$ cat config.mk
export PLATFORM = sky130hd
export DESIGN_NAME = fraction_reduce
export DESIGN_NICKNAME = d
export VERILOG_FILES = /design/src/rtl/fraction_reduce.sv
export SDC_FILE = /design/constraint.sdc
export NUM_CORES = 1
export LEC_CHECK = 0
export BUFFER_PORTS_ARGS = -buffer_cell sky130_fd_sc_hd__buf_2
export CAP_MARGIN = 30
export CORE_MARGIN = 2
export CORE_UTILIZATION = 48
export DETAILED_ROUTE_END_ITERATION = 8
export PLACE_DENSITY = 0.74
export SYNTH_ARGS = -nofsm -noshare
export SYNTH_HDL_FRONTEND = slang
export SYNTH_SLANG_ARGS = --single-unit
$ cat constraint.sdc
create_clock -name clk -period 4.8 [get_ports clk]
set_input_delay 0.96 -clock clk [delete_from_list [all_inputs] [get_ports clk]]
set_output_delay 0.96 -clock clk [all_outputs]
set_load 0.01 [all_outputs]
$ cat src/rtl/fraction_reduce.sv
// fraction_reduce: divides num and den by their gcd g with one shared restoring divider,
// numerator first, then denominator, and reports the fraction in lowest terms.
module fraction_reduce #(
   parameter int WIDTH = 8
) (
   input  logic             clk,
   input  logic             nrst,
   input  logic             read,
   input  logic [WIDTH-1:0] num,
   input  logic [WIDTH-1:0] den,
   input  logic [WIDTH-1:0] g,
   output logic [WIDTH-1:0] num_out,
   output logic [WIDTH-1:0] den_out,
   output logic             write,
   output logic             err,
   output logic             busy
);
   localparam int CW = (WIDTH > 1) ? $clog2(WIDTH) : 1;
   typedef enum logic [1:0] {IDLE, DIV_NUM, DIV_DEN, DONE} state_t;
   state_t state_q, state_d;
   logic [WIDTH-1:0] d_q, d_d, g_q, g_d, div_q, div_d, rem_q, rem_d, qn_q, qn_d;
   logic [WIDTH-1:0] num_out_q, num_out_d, den_out_q, den_out_d;
   logic [CW-1:0] cnt_q, cnt_d;
   logic err_q, err_d;
   logic [WIDTH:0] trial, diff;
   logic ge;
   logic [WIDTH-1:0] div_step, rem_step;
   // remainder stays below g, so the restored value always fits back into WIDTH bits
   assign trial    = {rem_q, div_q[WIDTH-1]};
   assign diff     = trial - {1'b0, g_q};
   assign ge       = trial >= {1'b0, g_q};
   assign div_step = {div_q[WIDTH-2:0], ge};
   assign rem_step = ge ? diff[WIDTH-1:0] : trial[WIDTH-1:0];
   always_comb begin
      state_d   = state_q;
      d_d       = d_q;
      g_d       = g_q;
      div_d     = div_q;
      rem_d     = rem_q;
      qn_d      = qn_q;
      cnt_d     = cnt_q;
      num_out_d = num_out_q;
      den_out_d = den_out_q;
      err_d     = err_q;
      case (state_q)
         IDLE: if (read) begin
            d_d = den;
            g_d = g;
            if (g == '0) begin
               num_out_d = num;
               den_out_d = den;
               err_d     = 1'b1;
               state_d   = DONE;
            end else begin
               div_d   = num;
               rem_d   = '0;
               cnt_d   = CW'(WIDTH - 1);
               state_d = DIV_NUM;
            end
         end
         DIV_NUM: begin
            div_d = div_step;
            rem_d = rem_step;
            cnt_d = cnt_q - 1'b1;
            if (cnt_q == '0) begin
               qn_d    = div_step;
               div_d   = d_q;
               rem_d   = '0;
               cnt_d   = CW'(WIDTH - 1);
               state_d = DIV_DEN;
            end
         end
         DIV_DEN: begin
            div_d = div_step;
            rem_d = rem_step;
            cnt_d = cnt_q - 1'b1;
            if (cnt_q == '0) begin
               num_out_d = qn_q;
               den_out_d = div_step;
               err_d     = 1'b0;
               state_d   = DONE;
            end
         end
         default: state_d = IDLE;
      endcase
   end
   always_ff @(posedge clk or negedge nrst) begin
      if (!nrst) begin
         state_q   <= IDLE;
         d_q       <= '0;
         g_q       <= '0;
         div_q     <= '0;
         rem_q     <= '0;
         qn_q      <= '0;
         cnt_q     <= '0;
         num_out_q <= '0;
         den_out_q <= '0;
         err_q     <= 1'b0;
      end else begin
         state_q   <= state_d;
         d_q       <= d_d;
         g_q       <= g_d;
         div_q     <= div_d;
         rem_q     <= rem_d;
         qn_q      <= qn_d;
         cnt_q     <= cnt_d;
         num_out_q <= num_out_d;
         den_out_q <= den_out_d;
         err_q     <= err_d;
      end
   end
   assign num_out = num_out_q;
   assign den_out = den_out_q;
   assign err     = err_q;
   assign write   = state_q == DONE;
   assign busy    = state_q != IDLE;
endmodule
==> impl_metrics.ini <==
[outcome]
status = finished clean

[critical_path]
worstPathRequired_ns = 5.02
start_kind = input pin
cp-end-kind = flop
path_max_fanout = 17
critPathMaxStageDelay_ns = 0.64
rr_startpoint = rem_q[3]
path_delay_family = compound AO/OA/AOI/OAI gates
cp_data_arrival_time_ns = 2.88
slowest_stage = o31ai_4
path_buf_inv = 2
path_cells = buf_2 > or4_4 > o31ai_4 > buf_4 > a31oi_1 > o32a_1
path_class = in2reg
crit_start = g[3]

[detailed_routing]
drt_wl_total_mm = 7.17
drtIter0Drc = 127
drt_pass1_iterations = 4
drc = 0
num_vias = 2650
post_drt_wl_per_cell_um = 15.0
vias_per_cell = 5.53
drtAntennaViolNets = 0

[global_route]
grt-ovfl-total = 0
grt_use_total = 0.202
grt_pass1_wl_mm = 12.0
antenna_found_initial = 0
grt_max_degree = 34
grt_pass1_vias = 2557

[finish]
post_route_cells_drive_above_1_share = 0.274
utilization = 0.567
final.fill_count = 625
fin_area_sq_um = 3890
final_nets = 420
multi_input_area_sq_um = 1700
regArea_sq_um = 1550
antenna_cells = 0
area_delta_synth_final_pct = 13.3

[timing]
finalCritPeriodShare = 0.553
hold_violations = 0
hold_slack_ns = 0.482
finalClockSkew_ns = 0.00694
fin_setup_tns_ns = 0
rsz0062_at_grt = false
final_max_slew_viol_count = 0
maxClockFrequency_mhz = 377
slew_headroom = 0.337
worstMarginPinSlew_ns = 0.995
min_period_ns = 2.65
setup_violations = 0

[synth]
async_reset_ff_frac = 1.00
synth_edf_count = 0
synth_area_sq_um = 3440
synth_cell_types = 57
avgSynthCellArea_sq_um = 10.2
ys_seq_area_frac = 0.451
yosys_warnings = 0
synthCells = 336
synth_flop_cell = dfrtp_1
ys_ff_latch = 62
syn_nets = 378

[placement]
place_congestion = 0.844
portBuffers = 45
placed_area_sq_um = 3700
dp_hpwl_mm = 5.20

[floorplanning]
die-area_sq_um = 7850
initial_core_util = 0.500
core_sq_um = 6870
rows = 30
die_w_um = 88.6
pin_count = 46
die_h_um = 88.6

[power]
vdd_drop_max_uv = 274
p_leak_uw = 0.00176
power_frac_clock = 0.166
powerDensity_nw_per_um2 = 686
seqPwrFrac = 0.332
p_int_uw = 1550
power_frac_comb = 0.502
p_sw_frac = 0.418
netSwitchingPower_uw = 1120
finalPower_uw = 2670

[clocking]
cts_buffers = 9
cts_hold_buf = 0
clk_latency_ns = 0.34
cts_tree = built
clock-root-buffer = clkbuf_8
clkTransAtPathRegs_ns = 0.07
cts.sinks = 62
post_cts_buffers = 0
cts-htree-levels = 3
cts_resized = 0
cts_buffer_depth = 2

[run]
maxCapViolations = 0

[worst_hold_path]
min_path_type = reg2reg
hold_start = qn_q[0]
[worst paths after layout]
check / end / slack (ns) / depth (start not counted)
max in group asynchronous: rem_q[6] / 3.27 / 2
min: qn_q[0] / 0.48 / 2
max reg2reg: rem_q[3] / 2.19 / 6
min in group asynchronous: qn_q[2] / 0.65 / 1
max: cnt_q[2] / 2.15 / 6
min reg2reg: qn_q[0] / 0.48 / 2
[metal layers]
| layer | global-route usage | vias to the layer above | part of all wire |
|---|---|---|---|
| met5 | 0 | - | 0 |
| met4 | 0.0634 | 0 | 0.0074 |
| met3 | 0.0569 | 9 | 0.060 |
| met2 | 0.333 | 85 | 0.49 |
| met1 | 0.257 | 1278 | 0.44 |
| li1 | - | 1278 | - |
[registers in the layout (all words and copies together), names as in the netlist, 3 cells and up]
register,count
d_q,8
qn_q,8
g_q,8
cnt_q,3
rem_q,8
div_q,8
den_out,8
num_out,8
[final cells by class]
cell class,instances,area share
Timing Repair Buffer,49,0.0656
Sequential cell,62,0.399
Tap cell,96,0.0309
Clock buffer,10,0.0328
Clock inverter,6,0.0161
Multi-Input combinational cell,237,0.438
Inverter,19,0.0183
[power by group through the flow]
stage | clock, uW | sequential, uW | combinational, uW
final | 443 | 888 | 1340
after global routing | 484 | 919 | 1510
after CTS | 458 | 889 | 1350
after detailed placement | 0 | 898 | 1340
after global placement | 0 | 891 | 1290
after floorplan | 0 | 902 | 1040
[placed cells by master (no fill, tap or decap), types with 2 or more instances in the layout]
| cell | instances |
|---|---|
| dfrtp_1 | 62 |
| nand2_1 | 47 |
| buf_2 | 45 |
| nor2_1 | 33 |
| inv_1 | 19 |
| mux2_2 | 18 |
| mux2i_1 | 17 |
| a21oi_2 | 15 |
| ha_1 | 14 |
| a21oi_1 | 10 |
| o31ai_1 | 10 |
| clkbuf_8 | 9 |
| nand4_1 | 7 |
| a221oi_1 | 7 |
| o311ai_1 | 5 |
| and2_1 | 4 |
| buf_4 | 4 |
| nand2b_1 | 3 |
| nor2b_1 | 3 |
| clkinvlp_4 | 3 |
| a21o_1 | 2 |
| nor3_1 | 2 |
| nor3_2 | 2 |
| o211ai_1 | 2 |
| xnor2_1 | 2 |
| o21ai_0 | 2 |
| a31oi_1 | 2 |
| nor4_1 | 2 |
| clkinv_2 | 2 |
[stage by stage]
step	worst slack (ns)	std cells
final	2.15	479
after global routing	1.97	479
after CTS	2.18	479
after detailed placement	1.80	463
after global placement	1.86	463
after floorplan	2.32	336
[worst register-to-register path, stage by stage, from the launching register on]
cell and delay (ns):
dfrtp_1 0.41, ha_1 0.37, a21oi_1 0.28, nand2_1 0.09
o221ai_1 0.77, and2_1 0.42, o311ai_1 0.14
[logic make-up after synthesis]
family,after synthesis,share of synthesized area
xor+xnor,3,0.00765
mux,35,0.108
compound gates,73,0.171
buf+inv,37,0.0528
simple gates,111,0.152
flops,62,0.451
fa+ha+maj,15,0.0568
[Yosys cell counts, types with 2 or more instances]
cell | number | share of area
dfrtp_1 | 62 | 0.45
nand2_1 | 47 | 0.051
nor2_1 | 33 | 0.036
inv_1 | 19 | 0.021
mux2_2 | 18 | 0.059
mux2i_1 | 17 | 0.050
a21oi_2 | 15 | 0.038
ha_1 | 14 | 0.051
a21oi_1 | 10 | 0.015
o31ai_1 | 10 | 0.022
a221oi_1 | 7 | 0.018
buf_2 | 7 | 0.010
nand4_1 | 7 | 0.013
clkbuf_1 | 6 | 0.0066
o311ai_1 | 5 | 0.013
and2_1 | 4 | 0.0073
buf_6 | 3 | 0.0098
nand2b_1 | 3 | 0.0055
nor2b_1 | 3 | 0.0055
a21o_1 | 2 | 0.0044
a31oi_1 | 2 | 0.0036
nor3_1 | 2 | 0.0029
nor3_2 | 2 | 0.0058
nor4_1 | 2 | 0.0036
o211ai_1 | 2 | 0.0044
o21ai_0 | 2 | 0.0029
xnor2_1 | 2 | 0.0051
No activity file was read; power rests on OpenSTA's default activity.
